<file path="src/rtl/sum_diff_checker_pkg.sv">
// Shared types and constants for the sum/difference read-back checker.
package sum_diff_pkg;

    typedef enum logic [1:0] {
        S_IDLE  = 2'd0,
        S_READ  = 2'd1,
        S_DRAIN = 2'd2,
        S_DONE  = 2'd3
    } sum_diff_state_t;

    localparam int SD_DATA_W = 8;
    localparam int SD_ADDR_W = 9;
    localparam int SD_DEPTH  = 512;

    localparam logic [1:0] ERR_SUM  = 2'b01;
    localparam logic [1:0] ERR_DIFF = 2'b10;

    // Packs the two per-field error flags into the reported kind code.
    function automatic logic [1:0] err_kind(input logic sum_err, input logic diff_err);
        return (sum_err ? ERR_SUM : 2'b00) | (diff_err ? ERR_DIFF : 2'b00);
    endfunction

endpackage

</file>
<file path="src/rtl/sum_diff_checker_compare.sv">
// Combinational recompute of A+B and A-B (modular) against stored results.
module sum_diff_compare
    import sum_diff_pkg::*;
#(
    parameter int DATA_W = SD_DATA_W
) (
    input  logic [DATA_W-1:0] i_op_a,
    input  logic [DATA_W-1:0] i_op_b,
    input  logic [DATA_W-1:0] i_sum,
    input  logic [DATA_W-1:0] i_diff,
    output logic [1:0]        o_err
);
    logic [DATA_W-1:0] w_sum_ref;
    logic [DATA_W-1:0] w_diff_ref;

    // Carry and borrow fall off the top: results are compared mod 2^DATA_W.
    always_comb begin
        w_sum_ref  = i_op_a + i_op_b;
        w_diff_ref = i_op_a - i_op_b;
        o_err      = err_kind(i_sum != w_sum_ref, i_diff != w_diff_ref);
    end
endmodule

</file>
<file path="config.mk">
export PLATFORM = sky130hd
export DESIGN_NAME = sum_diff_compare
export DESIGN_NICKNAME = d
export VERILOG_FILES = /design/src/rtl/sum_diff_checker_pkg.sv /design/src/rtl/sum_diff_checker_compare.sv
export SDC_FILE = /design/constraint.sdc
export NUM_CORES = 1
export LEC_CHECK = 0
export CAP_MARGIN = 20
export CORE_ASPECT_RATIO = 1.2
export CORE_MARGIN = 5
export CORE_UTILIZATION = 43
export DETAILED_ROUTE_END_ITERATION = 12
export PLACE_DENSITY = 0.83
export SLEW_MARGIN = 10
export SYNTH_ARGS = -nofsm -noshare
export SYNTH_HDL_FRONTEND = slang
export SYNTH_SLANG_ARGS = --single-unit
export TNS_END_PERCENT = 100
</file>
<file path="constraint.sdc">
create_clock -name vclk -period 4.5
set_input_delay 1.35 -clock vclk [all_inputs]
set_output_delay 1.35 -clock vclk [all_outputs]
set_load 0.01 [all_outputs]
</file>
==> reports/metrics.cfg, run 1 <==
[status]
outcome=finished with violations
violations=negative setup slack

[synthesis]
yosys.cell_types.count=33
yosys_warnings=0
synthCells=118
ys_seq_area_share_pct=0
syn_area_sq_um=908
avgSynthCellArea_sq_um=7.70
syn_nets=166

[worst_hold_path]
min_from=i_op_a[5]
min_to=o_err[1]
whs_path_depth=6
hold_class=primary input to primary output

[sta]
timing.final.ws_setup_ns=-0.0744
min_period_ns=4.57
worst_pin_slew_ns=0.303
max_slew_margin_pct=79.6
fmax_mhz=219
slew_violations=0
hold_viol_final=0
post-route-period-util_pct=102
finalSetupViolations=1
grt_setup_unrepaired=true
finalSetupTns_ns=-0.0744

[detailed_routing]
first_pass_iters=4
wl_per_cell_um=16.4
drtIter0Drc=38
postRouteAntennaNets=0
drt-vias-per-instance=5.21
route.detailed.drc=0
vias=1047
wl_um=3300

[placed_design]
dp_slack_ns=-0.904
dp_cells=198
portBuffers=34
hpwlAfterDp_um=2280
routabilityCongestion=0.906

[global_route]
grt_usage_pct=18.9
antenna_found_initial=0
grt_pass1_vias=1119
grt_max_degree=8
overflow=0
grt_first_pass_wirelength_um=4660

[floorplan]
die_x_um=52.0
initial_core_util_pct=44.3
num_rows=18
coreArea_sq_um=2050
die_area_sq_um=3140
ios=34
die_h_um=60.4

[final_layout]
regArea_sq_um=0
seq_cells=0
stdcell_count=201
clockBufferCount=0
diodes=0
layout.nets=221
layout_commonest_cell=buf_4
final_cell_mix=23 x buf_4, 18 x clkdlybuf4s50_1, 16 x xnor2_1
area_growth_pct=79.2
drive_above_1_share_pct=37.4

[setup_path]
startpoint=i_op_a[1]
crit_path_max_incr_delay_ns=0.38
worst_setup_path_end_kind=primary output
startpoint_type=primary input
cp.required_ns=3.15
arrival_ns=3.22
crit_chain=clkbuf_2 -> buf_4 -> ha_4 -> nor2b_1 -> nor2_1 -> o21ai_0 -> xnor2_1 -> nand4_1 -> a2111o_1 -> buf_2
cp_slowest_cell=a2111o_1
cp_top_family=compound AO/OA/AOI/OAI gates
crit_type=primary input to primary output
worstPathMaxFanout=3
crit_buf_inv=3

[power]
powerDensity_nw_per_um2=136
irDropWorstVdd_uv=77.8
power_uw=221
leakage_nw=0.686

[clocking]
hold_buffers=0

[run]
cap_violations=0

## worst min-delay path: stages
cell and delay [ns]:
dlymetal6s2s_1 0.15, ha_4 0.17, a21oi_2 0.04, xnor2_1 0.11
nand4_1 0.08, buf_2 0.13
## synth_stat cells (all sizes together) (2+ instances only)
master / number / area, sq um
a21oi: 8 / 40.0
nor3: 6 / 41.3
nor3b: 3 / 33.8
fa: 2 / 40.0
o21a: 2 / 15.0
xnor2: 18 / 158
nand3: 3 / 15.0
xor2: 8 / 77.6
o21ai: 7 / 35.0
buf: 4 / 28.8
nand2: 3 / 11.3
ha: 14 / 175
nand4: 2 / 12.5
inv: 10 / 37.5
nor2b: 7 / 43.8
nor2: 7 / 26.3
nand2b: 3 / 18.8
## stage by stage
step	util (%)	cell area [sq um]	hold slack (ns)
6_report	79.4	1630	3.38
5_1_grt	79.4	1630	3.43
4_1_cts	75.5	1550	3.48
3_5_place_dp	68.7	1410	3.88
3_3_place_gp	68.7	1410	3.86
2_1_floorplan	-	908	2.85
## logic make-up after synthesis
logic type	share of synthesized area (%)
AOI/OAI and AO/OA	18.0
adders and majority gates	23.7
and+or+nand+nor	24.0
xor gates and xnor gates	25.9
muxes	1.10
buffers and inverters	7.30
## metal layers
metal | GRT usage, % | vias up | wire length, um
met5 | 0 | - | 0
met4 | 3.75 | 0 | 65
met3 | 1.47 | 6 | 159
met2 | 39.5 | 39 | 1840
met1 | 20.1 | 494 | 1230
li1 | - | 508 | -
## where the power goes
group          switching [mW]  total (mW)  internal [mW]
Sequential                  0           0              0
Clock                       0           0              0
Combinational           0.102       0.221          0.119
## worst max path at each step
stage	end	depth (start not counted)
finish	o_err[0]	10
global route	o_err[0]	10
CTS	o_err[0]	10
detailed placement	o_err[0]	10
global placement	o_err[0]	10
floorplan	o_err[0]	8
## timing repair
action                     in CTS  in global routing
setup endpoints to repair       2                  2
buffers inserted                2                  1
resized for setup              54                 23
pin swaps                      12                 11
## area by class of cell
| class | instances | area (sq um) |
|---|---|---|
| fillers | 128 | 422 |
| inverters | 10 | 37.5 |
| multi-input cells | 104 | 1050 |
| well taps | 30 | 37.5 |
| repair buffers | 57 | 507 |
(Power assumes the default switching activity.)
==> inputs of run 2 (changes only) <==
--- a/config.mk
+++ b/config.mk
@@ -5,10 +5,11 @@
 export SDC_FILE = /design/constraint.sdc
 export NUM_CORES = 1
 export LEC_CHECK = 0
+export ABC_AREA = 1
 export CAP_MARGIN = 20
 export CORE_ASPECT_RATIO = 1.2
 export CORE_MARGIN = 5
-export CORE_UTILIZATION = 43
+export CORE_UTILIZATION = 44
 export DETAILED_ROUTE_END_ITERATION = 12
 export PLACE_DENSITY = 0.83
 export SLEW_MARGIN = 10
==> run 2 against run 1 <==
The flow now finishes without violations. Flip-flop and latch count stayed put. Power is 19% lower. Synthesized cell count is 52% higher. Die area is 4.1% higher. Combinational power is 19% lower. Sequential share of layout area stayed put. Core utilization is 7.0 points lower. Via count is 16% higher. Non-clock buffer count is 9 lower. Critical path depth is 1 higher. Synthesized area is 7.4% higher. Global-route usage is 2.1 points lower. Largest power group unchanged. Highest routed layer is now met3.
==> reports/metrics.cfg, run 2 <==
[detailed_routing]
wl_per_cell_um=10.5  ; -36%
route.detailed.drc=0  ; unchanged
wl_um=2670  ; -19%
drtIter0Drc=19  ; -50%
postRouteAntennaNets=0  ; unchanged
first_pass_iters=4  ; unchanged
drt-vias-per-instance=4.78  ; -8.2%
vias=1214  ; +16%

[synthesis]
syn_area_sq_um=976  ; +7.4%
yosys.area.top_type=nand2_1
synthTopCellsByArea=nand2_1 23%, ha_1 18%, inv_1 14%
avgSynthCellArea_sq_um=5.45  ; -29%
yosys.cell_types.count=18  ; -45%
synth_commonest_cells=59 x nand2_1, 36 x inv_1, 18 x nand3_1, 15 x nor2_1, 14 x ha_1
yosys_warnings=0  ; unchanged
synth.most_common_cell=nand2_1
synthCells=179  ; +52%
synth_top_area_share_pct=22.7  ; +3.4 points
syn_nets=227  ; +37%
ys_seq_area_share_pct=0  ; unchanged

[sta]
min_period_ns=4.38  ; -0.193 ns
fmax_mhz=228  ; +4.4%
finalSetupViolations=0  ; -1
finalSetupTns_ns=0  ; +0.0744 ns
post-route-period-util_pct=97.4  ; -4.3 points
worst_pin_slew_ns=0.242  ; -0.0608 ns
slew_violations=0  ; unchanged
max_slew_margin_pct=83.9  ; +4.3 points
timing.final.ws_setup_ns=0.119  ; +0.193 ns
hold_viol_final=0  ; unchanged
whs_ns=3.52  ; +0.138 ns

[floorplan]
die_h_um=61.6  ; +2.1%
num_rows=18  ; unchanged
die_area_sq_um=3260  ; +4.1%
ios=34  ; unchanged
coreArea_sq_um=2090  ; +2.2%
die_x_um=53.0  ; +2.0%
initial_core_util_pct=46.6  ; +2.3 points

[final_layout]
diodes=0  ; unchanged
clockBufferCount=0  ; unchanged
final_core_util_pct=72.4  ; -7.0 points
seq_cells=0  ; unchanged
regArea_sq_um=0  ; unchanged
finalInstanceArea_sq_um=1520  ; -6.8%
stdcell_count=254  ; +26%
layout_commonest_cell=nand2_1
n_fill_cell=180  ; +41%
layout.nets=274  ; +24%
area_growth_pct=55.4
drive_above_1_share_pct=15.2  ; -22 points
final_cell_mix=57 x nand2_1, 34 x inv_1, 24 x clkdlybuf4s50_1
multi_input_area_sq_um=892  ; -15%

[global_route]
grt_first_pass_wirelength_um=4440  ; -4.7%
overflow=0  ; unchanged
grt_pass1_vias=1219  ; +8.9%
antenna_found_initial=0  ; unchanged
grt_usage_pct=16.8  ; -2.1 points
grt_max_degree=10  ; +2

[power]
power_uw=179  ; -19%
irDropWorstVdd_uv=72.5  ; -6.8%
powerDensity_nw_per_um2=118  ; -13%
power_frac_seq_pct=0  ; unchanged
pwr-share-clk_pct=0  ; unchanged
leakage_nw=0.864  ; +26%
cellInternalPower_uw=90.8  ; -24%
power_switching_uw=88.0  ; -13%
power_switching_share_pct=49.2  ; +3.3 points
comb_power_share_pct=100.0  ; about the same

[setup_path]
crit_type=primary input to primary output
arrival_ns=3.03  ; -0.19 ns
startpoint_type=primary input
cp.required_ns=3.15  ; about the same
worst_setup_path_end_kind=primary output
worstPathMaxFanout=2  ; -1

[placed_design]
dp_cells=251  ; +27%
portBuffers=34  ; unchanged
post_dp_cell_area_sq_um=1410  ; about the same
routabilityCongestion=0.804  ; -11%
hpwlAfterDp_um=2220  ; -2.5%
dp_slack_ns=-0.532  ; +0.372 ns

[run]
cap_violations=0  ; unchanged

[clocking]
hold_buffers=0  ; unchanged

[status]
outcome=finished, final reports clean

[worst_hold_path]
hold_class=primary input to primary output
min_to=o_err[0]
min_from=i_sum[4]
whs_path_depth=7  ; +1

run 2: kinds of logic (layout without fill, tap and decap cells):
group	Yosys count	after routing	share of synthesized area [%]
AO/OA/AOI/OAI	9	9	5.38
AND/OR/NAND/NOR	102	102	44.7
adder cells (fa/ha/maj)	16	16	22.1
buffers and inverters	40	85	17.1
XOR/XNOR	12	12	10.8
run 2: routing by layer:
metal	part of all wire, %	vias to the layer above	GRT usage (%)
met1	40	545	17.6
met4	0	0	1.46
met2	54	35	36.9
met3	5.9	0	0.726
met5	0	-	0
li1	-	634	-
run 2: final cells by class:
| class | instances | share of cell area, % |
|---|---|---|
| multi-input combinational | 139 | 58.8 |
| inverter | 37 | 9.16 |
| tap | 30 | 2.48 |
| timing repair buffer | 48 | 29.5 |
run 2: repair_timing:
action | CTS | global route
endpoints found under the setup margin | 2 | 2
hold endpoints to repair | 0 | 0
resized for setup | 17 | 22
buffers inserted | 1 | 2
pin swaps | 7 | 8
run 2: worst max path at each step:
stage | start | to | slack, ns | cells after the start
floorplan | i_op_a[0] | o_err[1] | 0.56 | 13
global placement | i_op_a[0] | o_err[1] | -0.48 | 11
detailed placement | i_op_a[0] | o_err[1] | -0.53 | 15
CTS | i_op_b[4] | o_err[1] | 0.006 | 13
global route | i_op_a[0] | o_err[1] | -0.008 | 15
finish | i_op_a[0] | o_err[1] | 0.12 | 11
run 2: power groups by stage:
stage	clock (mW)	combinational [mW]	sequential, mW
2_1_floorplan	0	0.106	0
6_report	0	0.179	0
3_5_place_dp	0	0.162	0
4_1_cts	0	0.164	0
5_1_grt	0	0.202	0
3_3_place_gp	0	0.157	0
run 2: critical path, cell delays in order:
cell and delay (ns):
dlygate4sd2_1 0.22, inv_1 0.06, ha_2 0.18, fa_2 0.52, xor2_1 0.15, nand2_1 0.07
nor2_1 0.09, nand3_1 0.09, nor2_1 0.10, nand2_1 0.05, buf_2 0.13
==> inputs of run 3 (changes only) <==
--- a/config.mk
+++ b/config.mk
@@ -7,11 +7,13 @@
 export LEC_CHECK = 0
 export ABC_AREA = 1
 export CAP_MARGIN = 20
+export CELL_PAD_IN_SITES_DETAIL_PLACEMENT = 1
+export CELL_PAD_IN_SITES_GLOBAL_PLACEMENT = 1
 export CORE_ASPECT_RATIO = 1.2
 export CORE_MARGIN = 5
-export CORE_UTILIZATION = 44
+export CORE_UTILIZATION = 31
 export DETAILED_ROUTE_END_ITERATION = 12
-export PLACE_DENSITY = 0.83
+export PLACE_DENSITY = 0.86
 export SLEW_MARGIN = 10
 export SYNTH_ARGS = -nofsm -noshare
 export SYNTH_HDL_FRONTEND = slang
==> constraint.sdc (replaced) <==
create_clock -name vclk -period 4.4
set_input_delay 1.32 -clock vclk [all_inputs]
set_output_delay 1.32 -clock vclk [all_outputs]
set_load 0.01 [all_outputs]
==> run 3 against run 2 <==
Final cell count grew 3.1%. Largest cell class unchanged. Highest routed layer is now met4. Critical path depth shrank 1. Die area grew 34%. Global-route usage shrank 3.3 points. First-iteration DRC count shrank 16%. Hold slack lost 0.094 ns. Non-clock buffer count grew 2. Wire length grew 14%. Flip-flop and latch count is the same.
==> reports/metrics.cfg, run 3 (same netlist as run 2, synthesis figures left out) <==
[power]
leakage_nw=0.888  ; +2.8%
powerDensity_nw_per_um2=123  ; +4.2%
irDropWorstVdd_uv=57.0  ; -21%

[placed_design]
post_dp_cell_area_sq_um=1420  ; +0.53%
routabilityCongestion=0.783  ; -2.6%
dp_cells=257  ; +2.4%
hpwlAfterDp_um=2570  ; +16%
portBuffers=34  ; unchanged

[final_layout]
diodes=0  ; unchanged
final_cell_mix=57 x nand2_1, 31 x inv_1, 22 x clkdlybuf4s50_1
clockBufferCount=0  ; unchanged
layout_commonest_cell=nand2_1
area_growth_pct=60.5
layout.nets=276  ; +0.73%
finalInstanceArea_sq_um=1570  ; +3.3%
final_core_util_pct=51.3  ; -21 points
regArea_sq_um=0  ; unchanged
seq_cells=0  ; unchanged
n_fill_cell=421  ; +130%
drive_above_1_share_pct=20.4  ; +5.2 points
stdcell_count=262  ; +3.1%

[setup_path]
cp_slowest_cell=fa_2
arrival_ns=2.98  ; -0.05 ns
worst_setup_path_end_kind=primary output
crit_path_max_incr_delay_ns=0.57  ; +0.05 ns
cpMostUsedCell=nand3_1
crit_type=primary input to primary output
startpoint_type=primary input
cp_top_family=adder cells
worstPathMaxFanout=3  ; +1
cp.required_ns=3.08  ; -0.07 ns
crit_buf_inv=3  ; unchanged
crit_chain=dlygate4sd2_1 -> buf_6 -> fa_2 -> xnor2_1 -> nand2_1 -> nor2_2 -> nand3_1 -> nor2_1 -> nand3_1 -> buf_2

[sta]
worst_pin_slew_ns=0.273  ; +0.0314 ns
min_period_ns=4.30
slew_violations=0  ; unchanged
max_slew_margin_pct=81.7  ; -2.2 points
hold_viol_final=0  ; unchanged
finalSetupViolations=0  ; unchanged
post-route-period-util_pct=97.7
whs_ns=3.43  ; -0.0945 ns
fmax_mhz=233

[detailed_routing]
wl_per_cell_um=11.7  ; +11%
drt-vias-per-instance=4.65  ; -2.7%
wl_um=3050  ; +14%
postRouteAntennaNets=0  ; unchanged
first_pass_iters=3  ; -1
drtIter0Drc=16  ; -3
vias=1219  ; +0.41%
route.detailed.drc=0  ; unchanged

[global_route]
grt_pass1_vias=1241  ; +1.8%
overflow=0  ; unchanged
grt_max_degree=10  ; unchanged
grt_usage_pct=13.5  ; -3.3 points
grt_first_pass_wirelength_um=4800  ; +8.1%
antenna_found_initial=0  ; unchanged

[floorplan]
die_area_sq_um=4380  ; +34%
initial_core_util_pct=31.9  ; -15 points
num_rows=22  ; +4
ios=34  ; unchanged
die_h_um=71.5  ; +16%
coreArea_sq_um=3060  ; +46%
die_x_um=61.2  ; +16%

[worst_hold_path]
hold_class=primary input to primary output
min_to=o_err[1]
whs_path_depth=9  ; +2
min_from=i_op_a[4]

[status]
outcome=finished, final reports clean

[clocking]
hold_buffers=0  ; unchanged

[run]
cap_violations=0  ; unchanged

run 3: cell count changes in the layout (fill, tap and decap cells not counted), moves of 2 or more:
cell	before	now
nand3_1	18	14
nand3_2	0	4
inv_1	34	31
inv_2	3	6
buf_4	12	14
clkdlybuf4s50_1	24	22
dlymetal6s2s_1	4	6
nor2_1	14	12
nor2_2	1	3
run 3: per-layer routing:
| metal | global-route usage, % | wire length (um) | vias to the layer above |
|---|---|---|---|
| met5 | 0 | 0 | - |
| met4 | 1.69 | 23 | 0 |
| met3 | 0.541 | 156 | 2 |
| met2 | 28.5 | 1720 | 25 |
| met1 | 13.9 | 1160 | 555 |
| li1 | - | - | 637 |
run 3: worst max path at each step:
stage	startpoint	to	depth (start not counted)
finish	i_op_a[1]	o_err[0]	10
floorplan	i_op_a[0]	o_err[1]	13
global route	i_op_a[1]	o_err[0]	10
global placement	i_op_a[0]	o_err[1]	11
CTS	i_op_b[4]	o_err[1]	13
detailed placement	i_op_a[0]	o_err[1]	15
run 3: power breakdown:
group	total (mW)	internal, mW	leakage (nW)	switching, mW
Sequential	0	0	0	0
Clock	0	0	0	0
Combinational	0.192	0.0955	0.888	0.0969
Total	0.192	0.0955	0.888	0.0969
run 3: per-stage QoR:
stage,setup TNS (ns),setup slack [ns],total power [mW]
after floorplan,0,0.515,0.108
after CTS,-0.0352,-0.0352,0.180
after detailed placement,-1.06,-0.581,0.172
final,0,0.102,0.192
after global placement,-1.00,-0.541,0.166
after global routing,-0.00403,-0.00403,0.217
run 3: worst min-delay path, cell delays in order:
cell and delay, ns:
dlymetal6s2s_1 0.18, ha_4 0.18, a21oi_4 0.04, nand4_1 0.08, nand2_1 0.06, nand2_1 0.06
nor2_1 0.04, nand2_1 0.04, buf_2 0.12
run 3: what timing repair did:
| action | in CTS | in global routing |
|---|---|---|
| gates cloned | 0 | 0 |
| gates resized for setup | 25 | 25 |
| setup endpoints to repair | 2 | 2 |
| setup buffers | 0 | 5 |
| pin swaps | 6 | 14 |
run 3: layout make-up:
cell class	instances	area [sq um]	area share, %
multi-input cells	139	920	58.7
inverters	37	139	8.87
well taps	36	45.0	2.88
repair buffers	50	463	29.6
